### src/rtl/shfloat_pkg.sv
// shfloat_pkg: shared state codes and helpers for the block-floating-point packer.
// Optional rounding is selected by SHFLOAT_ROUND_EN (see shfloat_norm).
package shfloat_pkg;

  localparam logic [1:0] FILL  = 2'd0;
  localparam logic [1:0] NORM  = 2'd1;
  localparam logic [1:0] DRAIN = 2'd2;

  function automatic bit packed_ok(
    input int p,
    input int m,
    input int e
  );
    return p == 2 * m + e;
  endfunction

  // One's-complement magnitude; callers sign-extend to 64 bits first.
  function automatic logic [63:0] abs1c(input logic [63:0] x);
    return x[63] ? ~x : x;
  endfunction

  // Position of the highest set bit plus one; zero for zero.
  function automatic logic [6:0] bitlen(input logic [63:0] x);
    logic [6:0] n;
    n = '0;
    for (int k = 0; k < 64; k++) begin
      if (x[k]) n = 7'(k + 1);
    end
    return n;
  endfunction

endpackage

### src/rtl/shfloat_norm.sv
// shfloat_norm: shift one component by the block exponent and keep the top bits.
// SHFLOAT_ROUND_EN adds round-half-up with positive saturation; default truncates.
module shfloat_norm #(
  parameter int IW = 32,
  parameter int MW = 12,
  parameter int EW = 8
) (
  input  logic [IW-1:0] value,
  input  logic [EW-1:0] shamt,
  output logic [MW-1:0] mant
);

  logic [IW-1:0] sh;

  assign sh = value << shamt;

`ifdef SHFLOAT_ROUND_EN
  localparam logic [IW:0] RND = (IW+1)'(1) << (IW - 1 - MW);

  logic [MW:0] top;
  logic        ovf;

  // Round at the first dropped bit; a positive carry into the sign saturates.
  assign top  = (MW+1)'(({sh[IW-1], sh} + RND) >> (IW - MW));
  assign ovf  = (top[MW:MW-1] == 2'b01);
  assign mant = ovf ? {1'b0, {(MW-1){1'b1}}} : top[MW-1:0];
`else
  assign mant = MW'(sh >> (IW - MW));
`endif

endmodule

### src/rtl/shfloat_block.sv
// shfloat_block: collects up to BLOCK_LEN I/Q pairs, shares one exponent, drains packed words.
// Define SHFLOAT_ROUND_EN for rounded mantissas; default build truncates.
module shfloat_block
  import shfloat_pkg::*;
#(
  parameter int INPUT_DEPTH    = 32,
  parameter int MANTISSA_DEPTH = 12,
  parameter int EXPONENT_DEPTH = 8,
  parameter int PACKED_DEPTH   = 32,
  parameter int INDEX_DEPTH    = 32,
  parameter int BLOCK_LEN      = 4
) (
  input  logic                      clk,
  input  logic                      rst,
  input  logic [INDEX_DEPTH-1:0]    in_index,
  input  logic [INPUT_DEPTH-1:0]    in_value_i,
  input  logic [INPUT_DEPTH-1:0]    in_value_q,
  input  logic                      in_last,
  input  logic                      in_valid,
  output logic                      in_ready,
  output logic [INDEX_DEPTH-1:0]    out_index,
  output logic [PACKED_DEPTH-1:0]   out_pack,
  output logic                      out_last,
  output logic                      out_valid,
  input  logic                      out_ready,
  output logic [EXPONENT_DEPTH-1:0] out_exp
);

  localparam int AW   = (BLOCK_LEN > 1) ? $clog2(BLOCK_LEN) : 1;
  localparam int CW   = $clog2(BLOCK_LEN + 1);
  localparam int EMAX = (1 << EXPONENT_DEPTH) - 1;

  generate
    if (!packed_ok(PACKED_DEPTH, MANTISSA_DEPTH, EXPONENT_DEPTH)) begin : g_bad_pack
      $error("PACKED_DEPTH must equal 2*MANTISSA_DEPTH+EXPONENT_DEPTH");
    end
  endgenerate

  logic [1:0]                state;
  logic [CW-1:0]             count;
  logic [CW-1:0]             rd;
  logic [INPUT_DEPTH-1:0]    mag_or;
  logic [INPUT_DEPTH-1:0]    abs_i;
  logic [INPUT_DEPTH-1:0]    abs_q;
  logic [EXPONENT_DEPTH-1:0] exp_q;
  logic [EXPONENT_DEPTH-1:0] exp_calc;
  int                        exp_int;

  logic [INDEX_DEPTH-1:0]    buf_idx [2**AW];
  logic [INPUT_DEPTH-1:0]    buf_i   [2**AW];
  logic [INPUT_DEPTH-1:0]    buf_q   [2**AW];

  logic [AW-1:0]             wr_ptr;
  logic [AW-1:0]             rd_ptr;
  logic [MANTISSA_DEPTH-1:0] mant_i;
  logic [MANTISSA_DEPTH-1:0] mant_q;
  logic                      take;
  logic                      load;

  assign in_ready = (state == FILL);
  assign out_exp  = exp_q;
  assign wr_ptr   = count[AW-1:0];
  assign rd_ptr   = rd[AW-1:0];
  assign take     = in_valid && in_ready;
  assign load     = (!out_valid || out_ready) && (rd != count);

  assign abs_i = INPUT_DEPTH'(abs1c(64'($signed(in_value_i))));
  assign abs_q = INPUT_DEPTH'(abs1c(64'($signed(in_value_q))));

  // Headroom of the accumulated magnitude, clamped to the field width.
  always_comb begin
    exp_int = INPUT_DEPTH - 1 - int'(bitlen(64'(mag_or)));
    if (exp_int > EMAX) exp_int = EMAX;
    exp_calc = EXPONENT_DEPTH'(exp_int);
  end

  shfloat_norm #(
    .IW (INPUT_DEPTH),
    .MW (MANTISSA_DEPTH),
    .EW (EXPONENT_DEPTH)
  ) u_norm_i (
    .value (buf_i[rd_ptr]),
    .shamt (exp_q),
    .mant  (mant_i)
  );

  shfloat_norm #(
    .IW (INPUT_DEPTH),
    .MW (MANTISSA_DEPTH),
    .EW (EXPONENT_DEPTH)
  ) u_norm_q (
    .value (buf_q[rd_ptr]),
    .shamt (exp_q),
    .mant  (mant_q)
  );

  // Sample buffer; contents are don't-care until written in FILL.
  always_ff @(posedge clk) begin
    if (take) begin
      buf_idx[wr_ptr] <= in_index;
      buf_i[wr_ptr]   <= in_value_i;
      buf_q[wr_ptr]   <= in_value_q;
    end
  end

  // Block FSM plus the output register that drains the buffer in order.
  always_ff @(posedge clk) begin
    if (rst) begin
      state     <= FILL;
      count     <= '0;
      rd        <= '0;
      mag_or    <= '0;
      exp_q     <= '0;
      out_valid <= 1'b0;
      out_last  <= 1'b0;
      out_pack  <= '0;
      out_index <= '0;
    end else begin
      case (state)
        FILL: begin
          if (take) begin
            count  <= count + 1'b1;
            mag_or <= mag_or | abs_i | abs_q;
            if (in_last || (count + 1'b1) == CW'(BLOCK_LEN)) state <= NORM;
          end
        end
        NORM: begin
          exp_q <= exp_calc;
          rd    <= '0;
          state <= DRAIN;
        end
        DRAIN: begin
          if (out_valid && out_ready) begin
            out_valid <= 1'b0;
            out_last  <= 1'b0;
          end
          if (load) begin
            out_valid <= 1'b1;
            out_pack  <= {mant_i, mant_q, exp_q};
            out_index <= buf_idx[rd_ptr];
            out_last  <= ((rd + 1'b1) == count);
            rd        <= rd + 1'b1;
          end
          if (out_valid && out_ready && out_last) begin
            state  <= FILL;
            count  <= '0;
            mag_or <= '0;
            rd     <= '0;
          end
        end
        default: state <= FILL;
      endcase
    end
  end

endmodule

### config.mk
export PLATFORM = sky130hd
export DESIGN_NAME = shfloat_block
export DESIGN_NICKNAME = d
export VERILOG_FILES = /design/src/rtl/shfloat_pkg.sv /design/src/rtl/shfloat_norm.sv /design/src/rtl/shfloat_block.sv
export SDC_FILE = /design/constraint.sdc
export NUM_CORES = 1
export LEC_CHECK = 0
export CORE_UTILIZATION = 53
export CTS_CLUSTER_SIZE = 40
export DETAILED_ROUTE_END_ITERATION = 6
export MAX_ROUTING_LAYER = met4
export PLACE_DENSITY_LB_ADDON = 0.15
export SYNTH_ARGS = -nofsm -noshare
export SYNTH_HDL_FRONTEND = slang
export SYNTH_SLANG_ARGS = --single-unit
### constraint.sdc
create_clock -name clk -period 3.7 [get_ports clk]
set_clock_uncertainty 0.15 [all_clocks]
set_input_delay 0.74 -clock clk [delete_from_list [all_inputs] [get_ports clk]]
set_output_delay 0.74 -clock clk [all_outputs]
set_load 0.01 [all_outputs]
==> summary.txt <==
Worst hold path
  • Hold Path Stages: 2
  • Min-delay worst type: reg -> reg

Worst setup path
  • Reg2Reg Capture Point: out_pack[25]
  • Setup CP Type: reg -> reg
  • Setup crit start kind: flip-flop
  • Endpoint class of the critical path: flip-flop
  • Worst setup endpoint: out_pack[25]
  • Register-to-Register Path Depth: 8
  • WP data required: 4.01 ns
  • Worst EP arrival: 3.71 ns
  • Slack of the worst reg-to-reg path: 0.29 ns
  • Critical path peak fanout: 39

Synth
  • Post-Synthesis Cells: 1481
  • Syn_area_per_cell: 14.5 µm²
  • Most common flop cell mapped by yosys: edfxtp_1
  • Unique cell type count in the Yosys netlist: 70
  • Cell area after synthesis: 0.0214 mm²
  • Synthesized net count: 1592
  • Yosys warnings: 0
  • Sequential share of the synthesized area: 64.3%
  • Share of flip-flops with an asynchronous set or reset: 0%
  • Count of flip-flops with a built-in enable after synthesis: 384
  • Post-synthesis register bit count: 496

Place
  • Gp weighted congestion: 1.04
  • Half-perimeter wire length of the detailed placement result: 39100 µm
  • Placed cells: 2140
  • Buffers on Ports: 175

Clocking
  • Max clock buf depth: 3
  • TritonCTS clock tree: done
  • Number of cells upsized or downsized after cts: 0
  • H-tree level count: 2
  • Clock tree sinks: 496
  • Clock transition at path regs: 0.07 ns
  • Number of clock buffers inserted by TritonCTS: 51
  • Root Buffer: clkbuf_16
  • Clock latency on the worst-skew pair: 0.59 ns
  • CTS Hold Bufs: 0
  • Setup Buffers After CTS: 0

STA
  • Max-slew violations: 0
  • RSZ-0062 raised after global routing: false
  • Period utilisation layout: 92.1%
  • Crit path time final: 3.41 ns
  • Worst hold-check slack: 0.303 ns
  • Total negative slack for setup checks: 0 ns
  • Max Clock Freq: 294 MHz
  • Relative slew slack: 25.3%
  • Total of endpoints with negative setup slack in the final report: 0
  • Transition at the pin with the smallest max-transition slack: 1.11 ns
  • Number of hold violations in the final report: 0

Die
  • Count of standard-cell rows: 73
  • Area inside the core boundary: 0.0398 mm²
  • Die area: 0.0412 mm²
  • Count of boundary I/O pins: 176
  • Initial core utilization: 53.8%
  • Die X: 203 µm
  • Die height: 203 µm

Final layout
  • Util after Layout: 64.5%
  • Top library cells by usage in the layout, fill and taps aside: 384 x edfxtp_1, 172 x clkdlybuf4s50_1, 154 x nand2_1, 107 x dfxtp_1, 106 x mux4_2
  • Proportion of layout cells with a drive suffix above 1: 16.8%
  • Number of standard cells in the final layout excluding fillers: 2236
  • Post-layout nets: 1779
  • Area growth from synthesis to final layout: 19.8%
  • Inserted Diodes: 0
  • Most common library cell in the layout ignoring fill and taps: edfxtp_1

Power and ir drop
  • Switch share: 24.8%
  • Clock Power Share: 38.7%
  • Combinational group share of total power: 13.6%
  • Pwr per Cell Area: 525 mW/mm²
  • Maximum vdd drop: 0.371 mV
  • Leakage component of the power: 8.41 nW
  • Switching power summed over all nets: 3.35 mW
  • Fraction of power consumed by sequential logic: 47.7%
  • Internal portion of total power: 10.1 mW

Global routing
  • Tot GR Track Use: 29.1%
  • Via count of the first global-routing pass: 13400
  • Leftover overflow at the end of global routing: 0
  • Wire length of the first global-routing pass: 85200 µm
  • Antenna violations before repair: 0
  • Pin count of the biggest net entering global routing: 69

Route
  • Final routed DRC violation total: 0
  • Via/cell ratio: 6.13
  • Via total after detailed routing: 13700
  • Routed wire length: 57100 µm
  • Number of search-and-repair iterations in the first detailed-routing pass: 5
  • Wirelength per Cell: 25.6 µm
  • Antenna-violating nets left: 0
  • Violation count after the first detailed-routing iteration: 1076

Job
  • Maximum Capacitance Violations: 0

Run status
  • Result of the run: complete, no violations
## cells in the mapped netlist (6+ instances only)
cell type	number	area share, %
edfxtp_1	384	54
nand2_1	154	2.7
dfxtp_1	112	10
mux4_2	106	11
a21oi_1	99	2.3
nor2_1	74	1.3
xnor2_1	66	2.7
clkbuf_1	64	1.1
mux2i_1	45	2.1
o21ai_0	37	0.86
o21a_1	32	1.1
a22oi_1	23	0.81
inv_1	19	0.33
mux2_2	18	0.95
buf_1	16	0.28
buf_2	15	0.35
nand3_1	14	0.33
o22ai_1	14	0.41
a211oi_1	11	0.39
nor4_1	11	0.32
o31ai_1	11	0.39
ha_1	10	0.58
nor3_1	10	0.23
o211ai_1	10	0.35
a221oi_1	8	0.33
a22o_1	7	0.29
and2_1	7	0.20
nand2b_1	7	0.20
a31oi_1	6	0.18
nor2b_1	6	0.18
## kinds of logic (layout without fill, tap and decap cells)
logic type / count (synthesis) / count (layout) / synth area share, %
adder cells (fa/ha/maj): 10 / 10 / 0.584
flip-flops: 496 / 496 / 64.3
buffers and inverters: 125 / 355 / 2.47
AO/OA/AOI/OAI: 311 / 311 / 9.61
AND/OR/NAND/NOR: 303 / 303 / 6.13
multiplexers: 169 / 169 / 14.2
XOR/XNOR: 67 / 67 / 2.74
## worst min path at each step
stage | from | end | slack, ns
6_report | out_pack[4] | out_pack[4] | 0.30
5_1_grt | out_index[26] | out_index[26] | 0.32
4_1_cts | out_index[15] | out_index[15] | 0.30
3_5_place_dp | out_index[15] | out_index[15] | 0.30
3_3_place_gp | out_pack[27] | out_pack[27] | 0.29
2_1_floorplan | mag_or[0] | mag_or[0] | 0.28
## critical path: stages, from the launching register on
cell     delay (ns)
dfxtp_4        0.83
buf_4          0.40
mux4_2         0.64
mux2_2         0.33
mux2i_1        0.21
nor2_1         0.07
o21a_1         0.19
o21ai_0        0.28
o21ai_0        0.14
## metrics by stage
step	power, mW	setup WS [ns]	cell area [µm²]
2_1_floorplan	7.59	0.999	21400
3_3_place_gp	8.33	0.298	24000
3_5_place_dp	8.36	0.276	24000
4_1_cts	13.5	0.257	25700
5_1_grt	13.9	0.0696	25700
6_report	13.5	0.294	25700
## cell type report
cell class                      count  area, µm²
Inverter                           22       82.6
Multi-Input combinational cell    860       7150
Sequential cell                   496      13800
Tap cell                          525        657
Timing Repair Buffer              237       2280
Clock buffer                       71       1450
Fill cell                        2968      14100
Clock inverter                     25        270
## state kept, by name (all words and copies together), names as in the netlist, 3 cells and up, named ones only
name and count:
mag_or 32, count 3, out_pack 30, out_exp 6
buf_i 128, buf_idx 128, rd 3, out_index 32
buf_q 128
## power by group through the flow
stage	combinational, mW	sequential [mW]	clock (mW)
2_1_floorplan	1.08	6.51	0
3_3_place_gp	1.80	6.53	0
3_5_place_dp	1.81	6.55	0
4_1_cts	1.81	6.43	5.29
5_1_grt	1.96	6.46	5.51
6_report	1.84	6.43	5.22
## per-layer routing
layer	track usage, %	wire length [µm]
met5	-	0
met4	9.59	1750
met3	5.76	4380
met2	43.7	26600
met1	40.0	24400
(Power assumes the default switching activity.)
